**config.mk**
```make
export PLATFORM = sky130hd
export DESIGN_NAME = cmsdk_mcu_rst_seq
export DESIGN_NICKNAME = d
export VERILOG_FILES = /design/src/rtl/cmsdk_mcu_rst_seq_pkg.sv /design/src/rtl/cmsdk_mcu_rst_sync.sv /design/src/rtl/cmsdk_mcu_rst_seq.sv
export SDC_FILE = /design/constraint.sdc
export NUM_CORES = 1
export LEC_CHECK = 0
export BUFFER_PORTS_ARGS = -buffer_cell sky130_fd_sc_hd__buf_2
export CORE_MARGIN = 5
export CORE_UTILIZATION = 57
export DETAILED_ROUTE_END_ITERATION = 6
export GPL_TIMING_DRIVEN = 0
export PLACE_DENSITY = 0.92
export SLEW_MARGIN = 20
export SYNTH_ARGS = -nofsm -noshare
export SYNTH_HDL_FRONTEND = slang
export SYNTH_SLANG_ARGS = --single-unit
```
**constraint.sdc**
```tcl
create_clock -name FCLK -period 3.3 [get_ports FCLK]
set_input_delay 0.165 -clock FCLK [delete_from_list [all_inputs] [get_ports FCLK]]
set_output_delay 0.165 -clock FCLK [all_outputs]
set_load 0.1 [all_outputs]
```
**src/rtl/cmsdk_mcu_rst_seq_pkg.sv**
```systemverilog
// Shared types and constants for the MCU reset sequencer.
package cmsdk_mcu_rst_seq_pkg;

    typedef enum logic [1:0] {
        StAssert = 2'd0,
        StRelP   = 2'd1,
        StRelH   = 2'd2,
        StRun    = 2'd3
    } rst_state_e;

    // Cause-bit positions above the NUM_REQ request bits
    localparam int unsigned CauseNrstOfs = 0;
    localparam int unsigned CausePorOfs  = 1;

    function automatic int unsigned cnt_width(input int unsigned n);
        return (n < 2) ? 1 : $clog2(n);
    endfunction

endpackage

```
**src/rtl/cmsdk_mcu_rst_sync.sv**
```systemverilog
// Two-flop synchroniser with asynchronous reset to a configurable value.
module cmsdk_mcu_rst_sync #(
    parameter logic RstVal = 1'b0
) (
    input  logic i_clk,
    input  logic i_rst_n,
    input  logic i_d,
    output logic o_q
);

    logic [1:0] r_sync;

    always_ff @(posedge i_clk or negedge i_rst_n) begin
        if (!i_rst_n) begin
            r_sync <= {2{RstVal}};
        end else begin
            r_sync <= {r_sync[0], i_d};
        end
    end

    assign o_q = r_sync[1];

endmodule

```
**src/rtl/cmsdk_mcu_rst_seq.sv**
```systemverilog
// MCU reset sequencer: merges reset sources, enforces a minimum hold, releases
// PRESETn then HRESETn, tracks a sticky cause register and a debug reset.
module cmsdk_mcu_rst_seq
    import cmsdk_mcu_rst_seq_pkg::*;
#(
    parameter int unsigned NUM_REQ     = 4,
    parameter int unsigned HOLD_CYCLES = 16,
    parameter int unsigned STAGE_GAP   = 4
) (
    input  logic               FCLK,
    input  logic               PORESETn,
    input  logic               NRST,
    input  logic [NUM_REQ-1:0] sys_reset_req,
    input  logic [NUM_REQ-1:0] req_mask,
    input  logic               DBGRESETREQ,
    input  logic               RSTBYPASS,
    input  logic               rst_cause_clr,
    output logic               HRESETn,
    output logic               PRESETn,
    output logic               DBGRESETn,
    output logic [NUM_REQ+1:0] rst_cause,
    output logic               rst_busy
);

    localparam int unsigned HoldW  = cnt_width(HOLD_CYCLES);
    localparam int unsigned GapW   = cnt_width(STAGE_GAP);
    localparam int unsigned CauseW = NUM_REQ + 2;

    localparam logic [HoldW-1:0]  HoldMax  = HoldW'(HOLD_CYCLES - 1);
    localparam logic [GapW-1:0]   GapMax   = GapW'(STAGE_GAP - 1);
    localparam logic [CauseW-1:0] CausePor = CauseW'(1) << (NUM_REQ + CausePorOfs);

    logic              w_por_s;
    logic              w_nrst_s;
    logic              w_trig;
    logic              w_prel;
    logic [CauseW-1:0] w_set;
    logic [CauseW-1:0] w_cause_nxt;

    rst_state_e        r_state, w_state_nxt;
    logic [HoldW-1:0]  r_hold, w_hold_nxt;
    logic [GapW-1:0]   r_gap, w_gap_nxt;
    logic              r_presetn, r_hresetn, r_busy;
    logic [CauseW-1:0] r_cause;

    logic              r_dbgn, w_dbgn_nxt;
    logic              r_dbg_act, w_dbg_act_nxt;
    logic [HoldW-1:0]  r_dbg_cnt, w_dbg_cnt_nxt;
    logic              r_por_pend, w_por_pend_nxt;

    cmsdk_mcu_rst_sync #(
        .RstVal (1'b0)
    ) u_por_sync (
        .i_clk   (FCLK),
        .i_rst_n (PORESETn),
        .i_d     (1'b1),
        .o_q     (w_por_s)
    );

    // Resets to "not asserted" so power-on does not log a spurious NRST cause
    cmsdk_mcu_rst_sync #(
        .RstVal (1'b1)
    ) u_nrst_sync (
        .i_clk   (FCLK),
        .i_rst_n (PORESETn),
        .i_d     (NRST),
        .o_q     (w_nrst_s)
    );

    assign w_trig = (|(sys_reset_req & req_mask)) | ~w_nrst_s;

    always_comb begin
        w_state_nxt = r_state;
        unique case (r_state)
            StAssert: if (r_hold == HoldMax && !w_trig && w_por_s) w_state_nxt = StRelP;
            StRelP: begin
                if (w_trig)               w_state_nxt = StAssert;
                else if (r_gap == GapMax) w_state_nxt = StRelH;
            end
            StRelH:  w_state_nxt = w_trig ? StAssert : StRun;
            StRun:   if (w_trig) w_state_nxt = StAssert;
            default: w_state_nxt = StAssert;
        endcase
    end

    always_comb begin
        w_hold_nxt = '0;
        if (r_state == StAssert && w_state_nxt == StAssert) begin
            w_hold_nxt = (w_por_s && r_hold != HoldMax) ? r_hold + 1'b1 : r_hold;
        end
        w_gap_nxt = '0;
        if (r_state == StRelP && w_state_nxt == StRelP) begin
            w_gap_nxt = r_gap + 1'b1;
        end
    end

    always_comb begin
        w_set                         = '0;
        w_set[NUM_REQ-1:0]            = sys_reset_req & req_mask;
        w_set[NUM_REQ + CauseNrstOfs] = ~w_nrst_s;
        w_cause_nxt = (rst_cause_clr ? '0 : r_cause) | w_set;
    end

    assign w_prel = (r_state == StAssert) && (w_state_nxt == StRelP);

    // Debug reset: first released alongside PRESETn after power-on, then
    // only DBGRESETREQ can assert it, with its own minimum hold.
    always_comb begin
        w_dbgn_nxt     = r_dbgn;
        w_dbg_act_nxt  = r_dbg_act;
        w_dbg_cnt_nxt  = r_dbg_cnt;
        w_por_pend_nxt = r_por_pend;
        if (r_por_pend && w_prel) w_por_pend_nxt = 1'b0;
        if (!r_dbg_act) begin
            if (DBGRESETREQ) begin
                w_dbg_act_nxt = 1'b1;
                w_dbg_cnt_nxt = '0;
                w_dbgn_nxt    = 1'b0;
            end else if (r_por_pend && w_prel) begin
                w_dbgn_nxt = 1'b1;
            end
        end else if (r_dbg_cnt != HoldMax) begin
            w_dbg_cnt_nxt = r_dbg_cnt + 1'b1;
        end else if (!DBGRESETREQ) begin
            w_dbg_act_nxt = 1'b0;
            w_dbg_cnt_nxt = '0;
            w_dbgn_nxt    = ~w_por_pend_nxt;
        end
    end

    always_ff @(posedge FCLK or negedge PORESETn) begin
        if (!PORESETn) begin
            r_state    <= StAssert;
            r_hold     <= '0;
            r_gap      <= '0;
            r_presetn  <= 1'b0;
            r_hresetn  <= 1'b0;
            r_busy     <= 1'b1;
            r_cause    <= CausePor;
            r_dbgn     <= 1'b0;
            r_dbg_act  <= 1'b0;
            r_dbg_cnt  <= '0;
            r_por_pend <= 1'b1;
        end else begin
            r_state    <= w_state_nxt;
            r_hold     <= w_hold_nxt;
            r_gap      <= w_gap_nxt;
            r_presetn  <= (w_state_nxt != StAssert);
            r_hresetn  <= (w_state_nxt == StRelH) || (w_state_nxt == StRun);
            r_busy     <= (w_state_nxt != StRun);
            r_cause    <= w_cause_nxt;
            r_dbgn     <= w_dbgn_nxt;
            r_dbg_act  <= w_dbg_act_nxt;
            r_dbg_cnt  <= w_dbg_cnt_nxt;
            r_por_pend <= w_por_pend_nxt;
        end
    end

    assign HRESETn   = RSTBYPASS ? PORESETn : r_hresetn;
    assign PRESETn   = RSTBYPASS ? PORESETn : r_presetn;
    assign DBGRESETn = RSTBYPASS ? PORESETn : r_dbgn;
    assign rst_cause = r_cause;
    assign rst_busy  = r_busy;

endmodule

```
==> reports/summary.txt <==
Outcome: completed
H-tree depth: 1
Clock buffer count from CTS: 3
GRT Total Usage: 18.4%
Largest net degree at the start of global routing: 30
CP peak stage delay: 0.52 ns
Max rail drop VDD: 0.456 mV
Critical Path Source Type: input port
Nets: 167
Layout cells sized above 1: 23.5%
DRC viols: 0
DR iter-0 viols: 25
Unrepaired setup endpoints after global routing: false
Starting Density: 58.1%
WP data required: 3.13 ns
HP Class: input port to register
Reg clk slew, reported paths: 0.14 ns
Synth Flop Type: dfrtp_1
Critical path data arrival time: 1.91 ns
Vias in the first global route: 1,060
Crit path launch: PORESETn
Synthesized area per cell: 10.3 um2
Vias: 999
Cell area after synthesis: 1250 um2
DRT antenna net count: 0
Critical Path Sink Type: primary output
Area growth syn-to-layout: 15.3%
Relative slew margins: 58.5%
Final Skew: 0.00510 ns
Post-Syn Instances: 121
Min Tclk post-route: 2.08 ns
FMAX: 481 MHz
Top-Level Pins: 24
Mapped Nets: 138
Port Buffers: 22
Share of the clock period used by the worst path: 63.0%
Min Hold Slack: 0.0247 ns
Setup Viol. Count Final: 0
Final design utilization: 67.0%
Final instance area: 1440 um2
Slew Viols, Final: 0
Ys Warns: 0
WL/cell: 14.3 um
Crit-path slowest cell: dlygate4sd3_1
Clk sinks: 28
Initial antenna violation count: 0
Most frequent cells in the layout: buf_2 (23), dfrtp_1 (23), nand2_1 (14)
Vias per inst: 5.64
Routability Congestion: 0.770
RR Startpoint: r_dbg_cnt[0]$_DFFE_PN0P_
Antenna diode count: 0
Final Total Pwr: 0.963 mW
Post-synthesis cell type count: 35
Async S/R FF share, synth: 100%
First-pass detailed-route iteration total: 4
Max FO, Critical Path: 29
Worst slew pin tran: 0.623 ns
Kind of critical path: input port to primary output
Die Area: 3230 um2
Lkg Pwr: 0.671 nW
Slack of the critical path: 1.22 ns
Setup_tns: 0 ns
Core area: 2150 um2
Clk buf depth: 2
Pwr per Cell Area: 668 nW/um2
Dpl ws: 1.73 ns
CP most frequent cell: buf_2
Grt total ovfl: 0
Largest area contributor in the netlist: dfrtp_1
Flop2flop setup slack: 1.78 ns
Die H: 56.8 um
Synth top area cells: dfrtp_1 (46%), dfstp_2 (11%), nand2_1 (4.2%)
First-pass GRT wire length: 4670 um
Cell count after placement: 171
Worst Setup EP: DBGRESETn
Die width: 56.8 um
Finished Layout Cells: 177
Cell breakdown of the critical path: dlygate4sd3_1 -> buf_2 -> nand2_1 -> o21ai_0 -> buf_2
Root Driver: clkbuf_4
Drt total wl: 2530 um
Max_cap viols: 0
Number of buffers added for setup after CTS: 0
Placed cell areas: 1390 um2
FP Rows: 17
Worst-Skew Late Latency: 0.31 ns
Final hold violations: 0
Synth Register Bits: 28
Sequential area share after synthesis: 56.6%
Post-synth EDFFs: 0
R2R Path End: r_dbg_cnt[1]$_DFFE_PN0P_
DP HPWL: 1980 um
Worst reg-to-reg path cell count: 4
Top cell type's share of synthesized area: 46.1%
CTS tree: yes
[cell families after synthesis]
| kind of cell | share of synthesized area (%) |
|---|---|
| flops | 56.6 |
| fa+ha+maj | 3.01 |
| simple gates | 17.5 |
| compound gates | 16.0 |
| buf+inv | 3.41 |
| other cells | 0.300 |
| xor+xnor | 1.40 |
| mux | 1.70 |
[routing by layer]
| metal | vias to the layer above | part of all wire [%] | track usage (%) |
|---|---|---|---|
| li1 | 479 | - | - |
| met1 | 478 | 38 | 21.2 |
| met2 | 36 | 55 | 33.3 |
| met3 | 6 | 6.2 | 3.91 |
| met4 | 0 | 1.5 | 6.62 |
| met5 | - | 0 | 0 |
[worst min path at each step]
stage,from,end,cells after the start
2_1_floorplan,PORESETn,r_dbg_act$_DFF_PN0_,0
3_3_place_gp,PORESETn,r_dbg_cnt[2]$_DFFE_PN0P_,1
3_5_place_dp,PORESETn,r_dbg_cnt[2]$_DFFE_PN0P_,1
4_1_cts,rst_cause_clr,rst_cause[5]$_DFFE_PN1P_,2
5_1_grt,rst_cause_clr,rst_cause[5]$_DFFE_PN1P_,2
6_report,rst_cause_clr,rst_cause[5]$_DFFE_PN1P_,2
[registers in the layout (all words and copies together) (netlist names), 2 cells and up]
| name | cells |
|---|---|
| r_state | 2 |
| r_gap | 2 |
| u_nrst_sync.r_sync | 2 |
| rst_cause | 6 |
| u_por_sync.r_sync | 2 |
| r_dbg_cnt | 4 |
| r_hold | 4 |
[critical path: cells and delay by family]
kind	cells	cell delay, ns
buf+inv	3	1.48
compound gates	1	0.11
simple gates	1	0.15
[power by group]
| group | switching (mW) | internal, mW | total, mW | leakage (nW) |
|---|---|---|---|---|
| clock | 0.0913 | 0.0472 | 0.138 | 0.0150 |
| sequential | 0.0819 | 0.413 | 0.495 | 0.335 |
| combinational | 0.203 | 0.126 | 0.329 | 0.322 |
| total | 0.376 | 0.587 | 0.963 | 0.671 |
[synthesized netlist by cell type (2+ instances only)]
| cell | instances |
|---|---|
| nand2_1 | 14 |
| xor2_1 | 2 |
| dfstp_2 | 5 |
| a21o_1 | 3 |
| nor4_1 | 2 |
| nor3_1 | 2 |
| nand3_1 | 6 |
| nor2_1 | 10 |
| ha_1 | 3 |
| nand4_1 | 2 |
| a22oi_2 | 2 |
| o21ai_0 | 10 |
| a21oi_1 | 8 |
| dfrtp_1 | 23 |
| inv_1 | 9 |
[final cells by class]
type / count / area [um2]
Fill cell: 170 / 708
Sequential cell: 28 / 707
Multi-Input combinational cell: 82 / 499
Timing Repair Buffer: 24 / 130
Tap cell: 28 / 35.0
Inverter: 9 / 33.8
Clock buffer: 4 / 26.3
Buffer: 2 / 8.76
[repair_timing]
item,in CTS,in global routing
hold buffers,2,0
endpoints found under the hold margin,24,0
gates resized for setup,0,0
endpoints found under the setup margin,0,0
No activity file was read; power rests on OpenSTA's default activity.
